## src/rtl/nf10_upb_reset_seq_pkg.sv

```systemverilog
// Shared definitions for the NetFPGA-10G UPB reset sequencer.
//
// Contents:
//   seq_state_t  - sequencer state encoding (also exported for debug)
//   CNT_W        - width of the shared cycle counter
//   FSTG_W       - width of the fault_stage / stage index fields
//   last_index() - index of the final stage for a given stage count
package nf10_upb_reset_seq_pkg;

    localparam int CNT_W  = 16;
    localparam int FSTG_W = 3;

    typedef enum logic [2:0] {
        ST_HOLD     = 3'd0,
        ST_RELEASE  = 3'd1,
        ST_WAIT_RDY = 3'd2,
        ST_RUN      = 3'd3,
        ST_FAULT    = 3'd4
    } seq_state_t;

    // Index of the last sequenced stage (num_stages is 1..8).
    function automatic logic [FSTG_W-1:0] last_index(input int num_stages);
        return FSTG_W'(num_stages - 1);
    endfunction

endpackage

```

## src/rtl/nf10_upb_reset_seq_timer.sv

```systemverilog
// Cycle counter shared by the hold phase and the per-stage ready timeout.
//
// Ports:
//   clk, reset_n - clock and synchronous active-low reset
//   clear        - force the count to zero (wins over enable)
//   enable       - advance the count by one this cycle
//   limit        - terminal count value, supplied at run time
//   done         - high while the count equals limit
module nf10_upb_reset_seq_timer
    import nf10_upb_reset_seq_pkg::*;
(
    input  logic             clk,
    input  logic             reset_n,
    input  logic             clear,
    input  logic             enable,
    input  logic [CNT_W-1:0] limit,
    output logic             done
);

    logic [CNT_W-1:0] count;

    always_ff @(posedge clk) begin
        if (!reset_n) begin
            count <= '0;
        end else if (clear) begin
            count <= '0;
        end else if (enable) begin
            count <= count + 1'b1;
        end
    end

    // The caller programs limit as (cycles - 1), so done is seen on the
    // last cycle of the window and the caller leaves on that same edge.
    assign done = (count == limit);

endmodule

```

## src/rtl/nf10_upb_reset_sequencer.sv

```systemverilog
// Reset sequencer: holds every stage in reset for HOLD_CYCLES, then releases
// the stages one at a time, waiting for each stage_ready before releasing the
// next. A stage that never becomes ready, or any stage dropping ready once the
// whole chain is running, latches a sticky fault and re-resets every stage.
//
// Ports:
//   clk            - single clock, rising edge
//   reset_n        - synchronous active-low reset, overrides everything
//   soft_reset_req - level request to restart from the hold phase
//   stage_ready    - per-stage initialised flags (clk domain)
//   stage_reset_n  - registered active-low reset per stage
//   all_ready      - every stage released and ready (registered)
//   fault          - sticky error flag
//   fault_stage    - index of the stage that caused the fault
//   seq_state      - current sequencer state, for debug visibility
module nf10_upb_reset_sequencer
    import nf10_upb_reset_seq_pkg::*;
#(
    parameter int NUM_STAGES     = 4,
    parameter int HOLD_CYCLES    = 2048,
    parameter int TIMEOUT_CYCLES = 65535
) (
    input  logic                  clk,
    input  logic                  reset_n,
    input  logic                  soft_reset_req,
    input  logic [NUM_STAGES-1:0] stage_ready,
    output logic [NUM_STAGES-1:0] stage_reset_n,
    output logic                  all_ready,
    output logic                  fault,
    output logic [FSTG_W-1:0]     fault_stage,
    output logic [2:0]            seq_state
);

    localparam logic [CNT_W-1:0]  HOLD_LIMIT    = CNT_W'(HOLD_CYCLES - 1);
    localparam logic [CNT_W-1:0]  TIMEOUT_LIMIT = CNT_W'(TIMEOUT_CYCLES - 1);
    localparam logic [FSTG_W-1:0] LAST_IDX      = last_index(NUM_STAGES);

    seq_state_t              state, state_d;
    logic [FSTG_W-1:0]       idx, idx_d;
    // Stages whose release has been committed; copied to stage_reset_n one
    // edge later, which gives the two-cycle ready-to-next-release spacing.
    logic [NUM_STAGES-1:0]   released, released_d;
    logic [NUM_STAGES-1:0]   stage_reset_n_d;
    logic                    all_ready_d;
    logic                    fault_d;
    logic [FSTG_W-1:0]       fault_stage_d;

    logic                    tmr_clear;
    logic                    tmr_en;
    logic [CNT_W-1:0]        tmr_limit;
    logic                    tmr_done;

    logic                    ready_sel;
    logic                    any_low;
    logic [FSTG_W-1:0]       low_idx;

    nf10_upb_reset_seq_timer u_timer (
        .clk     (clk),
        .reset_n (reset_n),
        .clear   (tmr_clear),
        .enable  (tmr_en),
        .limit   (tmr_limit),
        .done    (tmr_done)
    );

    // Ready flag of the stage currently being waited on. Only this bit is
    // looked at while sequencing, so unreleased stages cannot advance it.
    always_comb begin
        ready_sel = 1'b0;
        for (int i = 0; i < NUM_STAGES; i++) begin
            if (idx == FSTG_W'(i)) begin
                ready_sel = stage_ready[i];
            end
        end
    end

    // Lowest-numbered stage whose ready is low (scan downwards so the
    // lowest match is the one that sticks).
    always_comb begin
        any_low = 1'b0;
        low_idx = '0;
        for (int i = NUM_STAGES - 1; i >= 0; i--) begin
            if (!stage_ready[i]) begin
                any_low = 1'b1;
                low_idx = FSTG_W'(i);
            end
        end
    end

    always_comb begin
        state_d       = state;
        idx_d         = idx;
        released_d    = released;
        fault_d       = fault;
        fault_stage_d = fault_stage;
        tmr_clear     = 1'b0;
        tmr_en        = 1'b0;
        tmr_limit     = HOLD_LIMIT;

        case (state)
            ST_HOLD: begin
                tmr_limit = HOLD_LIMIT;
                if (tmr_done) begin
                    state_d   = ST_RELEASE;
                    idx_d     = '0;
                    tmr_clear = 1'b1;
                end else begin
                    tmr_en = 1'b1;
                end
            end

            ST_RELEASE: begin
                for (int i = 0; i < NUM_STAGES; i++) begin
                    if (idx == FSTG_W'(i)) begin
                        released_d[i] = 1'b1;
                    end
                end
                tmr_clear = 1'b1;
                state_d   = ST_WAIT_RDY;
            end

            ST_WAIT_RDY: begin
                tmr_limit = TIMEOUT_LIMIT;
                // Ready is tested before the timeout so that a ready seen on
                // the final timeout cycle still advances the sequence.
                if (ready_sel) begin
                    if (idx == LAST_IDX) begin
                        state_d = ST_RUN;
                    end else begin
                        idx_d   = idx + 1'b1;
                        state_d = ST_RELEASE;
                    end
                end else if (tmr_done) begin
                    state_d       = ST_FAULT;
                    fault_d       = 1'b1;
                    fault_stage_d = idx;
                end else begin
                    tmr_en = 1'b1;
                end
            end

            ST_RUN: begin
                if (any_low) begin
                    state_d       = ST_FAULT;
                    fault_d       = 1'b1;
                    fault_stage_d = low_idx;
                end
            end

            ST_FAULT: begin
                state_d = ST_FAULT;
            end

            default: begin
                state_d = ST_HOLD;
            end
        endcase

        // Soft restart beats every transition above; holding it high keeps
        // the hold counter pinned at zero.
        if (soft_reset_req) begin
            state_d       = ST_HOLD;
            idx_d         = '0;
            released_d    = '0;
            fault_d       = 1'b0;
            fault_stage_d = '0;
            tmr_clear     = 1'b1;
            tmr_en        = 1'b0;
        end

        // Entering HOLD or FAULT drops every stage on the same edge.
        if (state_d == ST_HOLD || state_d == ST_FAULT) begin
            stage_reset_n_d = '0;
        end else begin
            stage_reset_n_d = released;
        end

        all_ready_d = (state == ST_RUN) && (state_d == ST_RUN);
    end

    always_ff @(posedge clk) begin
        if (!reset_n) begin
            state         <= ST_HOLD;
            idx           <= '0;
            released      <= '0;
            stage_reset_n <= '0;
            all_ready     <= 1'b0;
            fault         <= 1'b0;
            fault_stage   <= '0;
        end else begin
            state         <= state_d;
            idx           <= idx_d;
            released      <= released_d;
            stage_reset_n <= stage_reset_n_d;
            all_ready     <= all_ready_d;
            fault         <= fault_d;
            fault_stage   <= fault_stage_d;
        end
    end

    assign seq_state = state;

endmodule

```

## config.mk

```make
export PLATFORM = sky130hd
export DESIGN_NAME = nf10_upb_reset_sequencer
export DESIGN_NICKNAME = d
export VERILOG_FILES = /design/src/rtl/nf10_upb_reset_seq_pkg.sv /design/src/rtl/nf10_upb_reset_seq_timer.sv /design/src/rtl/nf10_upb_reset_sequencer.sv
export SDC_FILE = /design/constraint.sdc
export NUM_CORES = 1
export LEC_CHECK = 0
export BUFFER_PORTS_ARGS = -buffer_cell sky130_fd_sc_hd__clkbuf_2
export CAP_MARGIN = 20
export CORE_AREA = 2 2 76 60
export DETAILED_ROUTE_END_ITERATION = 10
export DIE_AREA = 0 0 78 62
export PLACE_DENSITY_LB_ADDON = 0.15
export SLEW_MARGIN = 20
export SYNTH_ARGS = -nofsm -noshare
export SYNTH_HDL_FRONTEND = slang
export SYNTH_HIERARCHICAL = 1
export SYNTH_SLANG_ARGS = --single-unit
```

## constraint.sdc

```tcl
create_clock -name clk -period 2.8 [get_ports clk]
set_input_delay 0.42 -clock clk [delete_from_list [all_inputs] [get_ports clk]]
set_output_delay 0.42 -clock clk [all_outputs]
set_load 0.02 [all_outputs]
```

==> out/results.ini <==
[layout]
post-route-util_pct=54.82
nets=266
layout-drive-gt1-share_pct=22.83
n_antenna_cell=0
stdcell_count=311
area_delta_synth_final_pct=15.56

[floorplan]
ios=19
die_height_um=62
die-area_um2=4836
core_area_um2=4204
initial_utilization_pct=47.44
rows=21
dieWidth_um=78

[power_and_ir_drop]
p_switching_uw=219.7
powerDensity_nw_per_um2=395.7
power.leakage_nw=0.8337
total_power_uw=912.1
internal-power_uw=692.4
clockPowerShare_pct=39.8
p_comb_share_pct=5.5
p_sw_share_pct=24.09
seq_power_share_pct=54.7
peakVddDrop_v=0.0002968

[timing]
rsz0062_at_grt=false
timing.fmax_ghz=0.3826
setup_viol=0
drv_slew=0
whs_ns=0.3987
slew-limit-headroom_pct=59.02
timing.setup.tns_ns=0
worstMarginPinSlew_ns=0.6135
finalCriticalPeriod_ns=2.614
clock_skew_ns=0.007542
period_share_pct=93.35
finalHoldViolations=0

[worst_hold_path]
hold_class=primary input to register
hold_depth=2

[clocking]
cts_root_buf=clkbuf_8
clk_latency_ns=0.29
cts_buffers=5
clk_pin_slew_ns=0.07
cts_buffer_depth=2
htreeDepth=2
cts_tree=built
clock_sinks=35

[setup_path]
arrival_ns=2.83
reg2regPathDepth=11
crit_fanout=11
cp-start-kind=register
critPathKind=register to register
end_kind=register
required_ns=3.02

[synth]
synth_cell_types=50
netlist_area_um2=1994
yosys.area.top_type_share_pct=35.13
synth_common_cells=35 x dfxtp_1, 21 x nor2_1, 18 x xnor2_1
yosysTopAreaCell=dfxtp_1
synthCells=220
seq_area_frac_synth_pct=35.13
yosys_register_bits=35
ys_warn_count=6
synth_area_leaders=dfxtp_1 35%, xnor2_1 7.9%, nor2_1 4.0%
synth_most_common_cell=dfxtp_1
ys_async_sr_fraction_pct=0
synthFlopType=dfxtp_1
synth_area_per_cell_um2=9.066
synth_edf_count=0

[placed_design]
dp.cells=303
place_congestion=0.7697
dp_hpwl_mm=3.108
port_buffers=18

[outcome]
status=finished clean

[global_route]
grt_overflow=0
grt_first_pass_wirelength_mm=6.920
first_global_vias=1384
antenna_found_initial=0
track_usage_pct=18.53
grt_start_max_net_pins=17

[drt]
num_vias=1595
wl_per_cell_um=13.32
drt_wl_total_mm=4.142
drt-vias-per-instance=5.129
drtPass1Iterations=4
ant_nets=0
drc=0
drt_iter0_drc=87

[job]
drv_cap=0

-- flip-flops by register name, summed over array words and instances (netlist names) --
name and cells:
released 4, fault_stage 3, u_timer/count 16, seq_state 3, fault 1, idx 3
stage_reset_n 4, all_ready 1
-- area by class of cell --
cell class	instances	area, µm²
clock buffers	6	72.57
well taps	57	71.32
clock inverters	2	12.51
flip-flops and latches	35	705.7
multi-input cells	176	1251
fillers	397	1899
repair buffers	28	165.2
inverters	7	26.28
-- cells in the final DEF (no fill, tap or decap), types with 2 or more instances in the layout --
cell type	n
and2_1	5
a31oi_1	3
nand3b_1	2
a221oi_2	2
nand2_1	17
nor2_1	21
o21ai_0	8
and4_1	2
a21o_1	2
or3_1	4
dfxtp_1	33
nor2b_1	2
nand3_1	4
o22ai_1	2
o21a_1	2
nand3_4	2
a21oi_1	12
conb_1	10
o22a_2	2
xor2_1	9
and4_2	2
mux2i_1	3
xnor2_1	18
ha_1	6
nor4_2	2
clkbuf_2	18
clkbuf_8	5
nand2b_1	4
nand4_1	9
inv_1	7
a211oi_1	5
buf_4	10
nand3_2	2
-- timing repair --
item,CTS,global route
resized for setup,0,2
buffers inserted,0,0
hold buffers,0,0
endpoints found under the hold margin,0,0
endpoints found under the setup margin,0,5
-- power by group through the flow --
| stage | Combinational, mW | Sequential (mW) | Clock, mW |
|---|---|---|---|
| 6_report | 0.0503 | 0.499 | 0.363 |
| 5_1_grt | 0.0555 | 0.499 | 0.391 |
| 4_1_cts | 0.0500 | 0.499 | 0.369 |
| 3_5_place_dp | 0.0497 | 0.510 | 0 |
| 3_3_place_gp | 0.0501 | 0.510 | 0 |
| 2_1_floorplan | 0.0339 | 0.510 | 0 |
-- through the flow --
stage	area, µm²	worst slack (ns)
4_1_cts	2297	0.1642
2_1_floorplan	2069	0.02443
3_3_place_gp	2212	0.3463
6_report	2305	0.1861
5_1_grt	2305	0.002434
3_5_place_dp	2212	0.2422
-- path summary, 6_finish.rpt --
kind	to	from	slack, ns
max	u_timer/count[15]$_SDFFE_PP0P_	seq_state[1]$_SDFF_PN0_	0.19
min	all_ready$_SDFF_PN0_	soft_reset_req	0.40
max reg2reg	u_timer/count[15]$_SDFFE_PP0P_	seq_state[1]$_SDFF_PN0_	0.19
min reg2reg	stage_reset_n[3]$_SDFF_PP0_	released[3]$_SDFFE_PP0P_	0.44
-- worst max-delay path, cell delays in order (launching register included) --
cell and delay, ns:
dfxtp_4 0.41, nor3b_4 0.23, buf_4 0.18, xnor2_1 0.08, nand4_1 0.11, nor4_2 0.06
or2_4 0.24, nor4b_4 0.31, and4_2 0.32, nand3_4 0.09, or3_1 0.36, a21oi_1 0.13
-- per-layer routing --
layer / global-route usage, % / part of all wire, % / wire, µm
met4: 3.759 / 0.24 / 10
met3: 5.058 / 5.1 / 213
met2: 24.38 / 37 / 1514
met1: 29.46 / 58 / 2403
met5: 0 / 0 / 0
-- kinds of logic after synthesis --
logic type	after synthesis	share of synthesized area [%]
muxes	3	1.506
other	1	0.1880
xor gates and xnor gates	27	11.86
adders and majority gates	6	3.764
AOI/OAI and AO/OA	42	15.43
DFF	35	35.13
buffers and inverters	18	5.395
and+or+nand+nor	88	26.73
(Power assumes the default switching activity.)
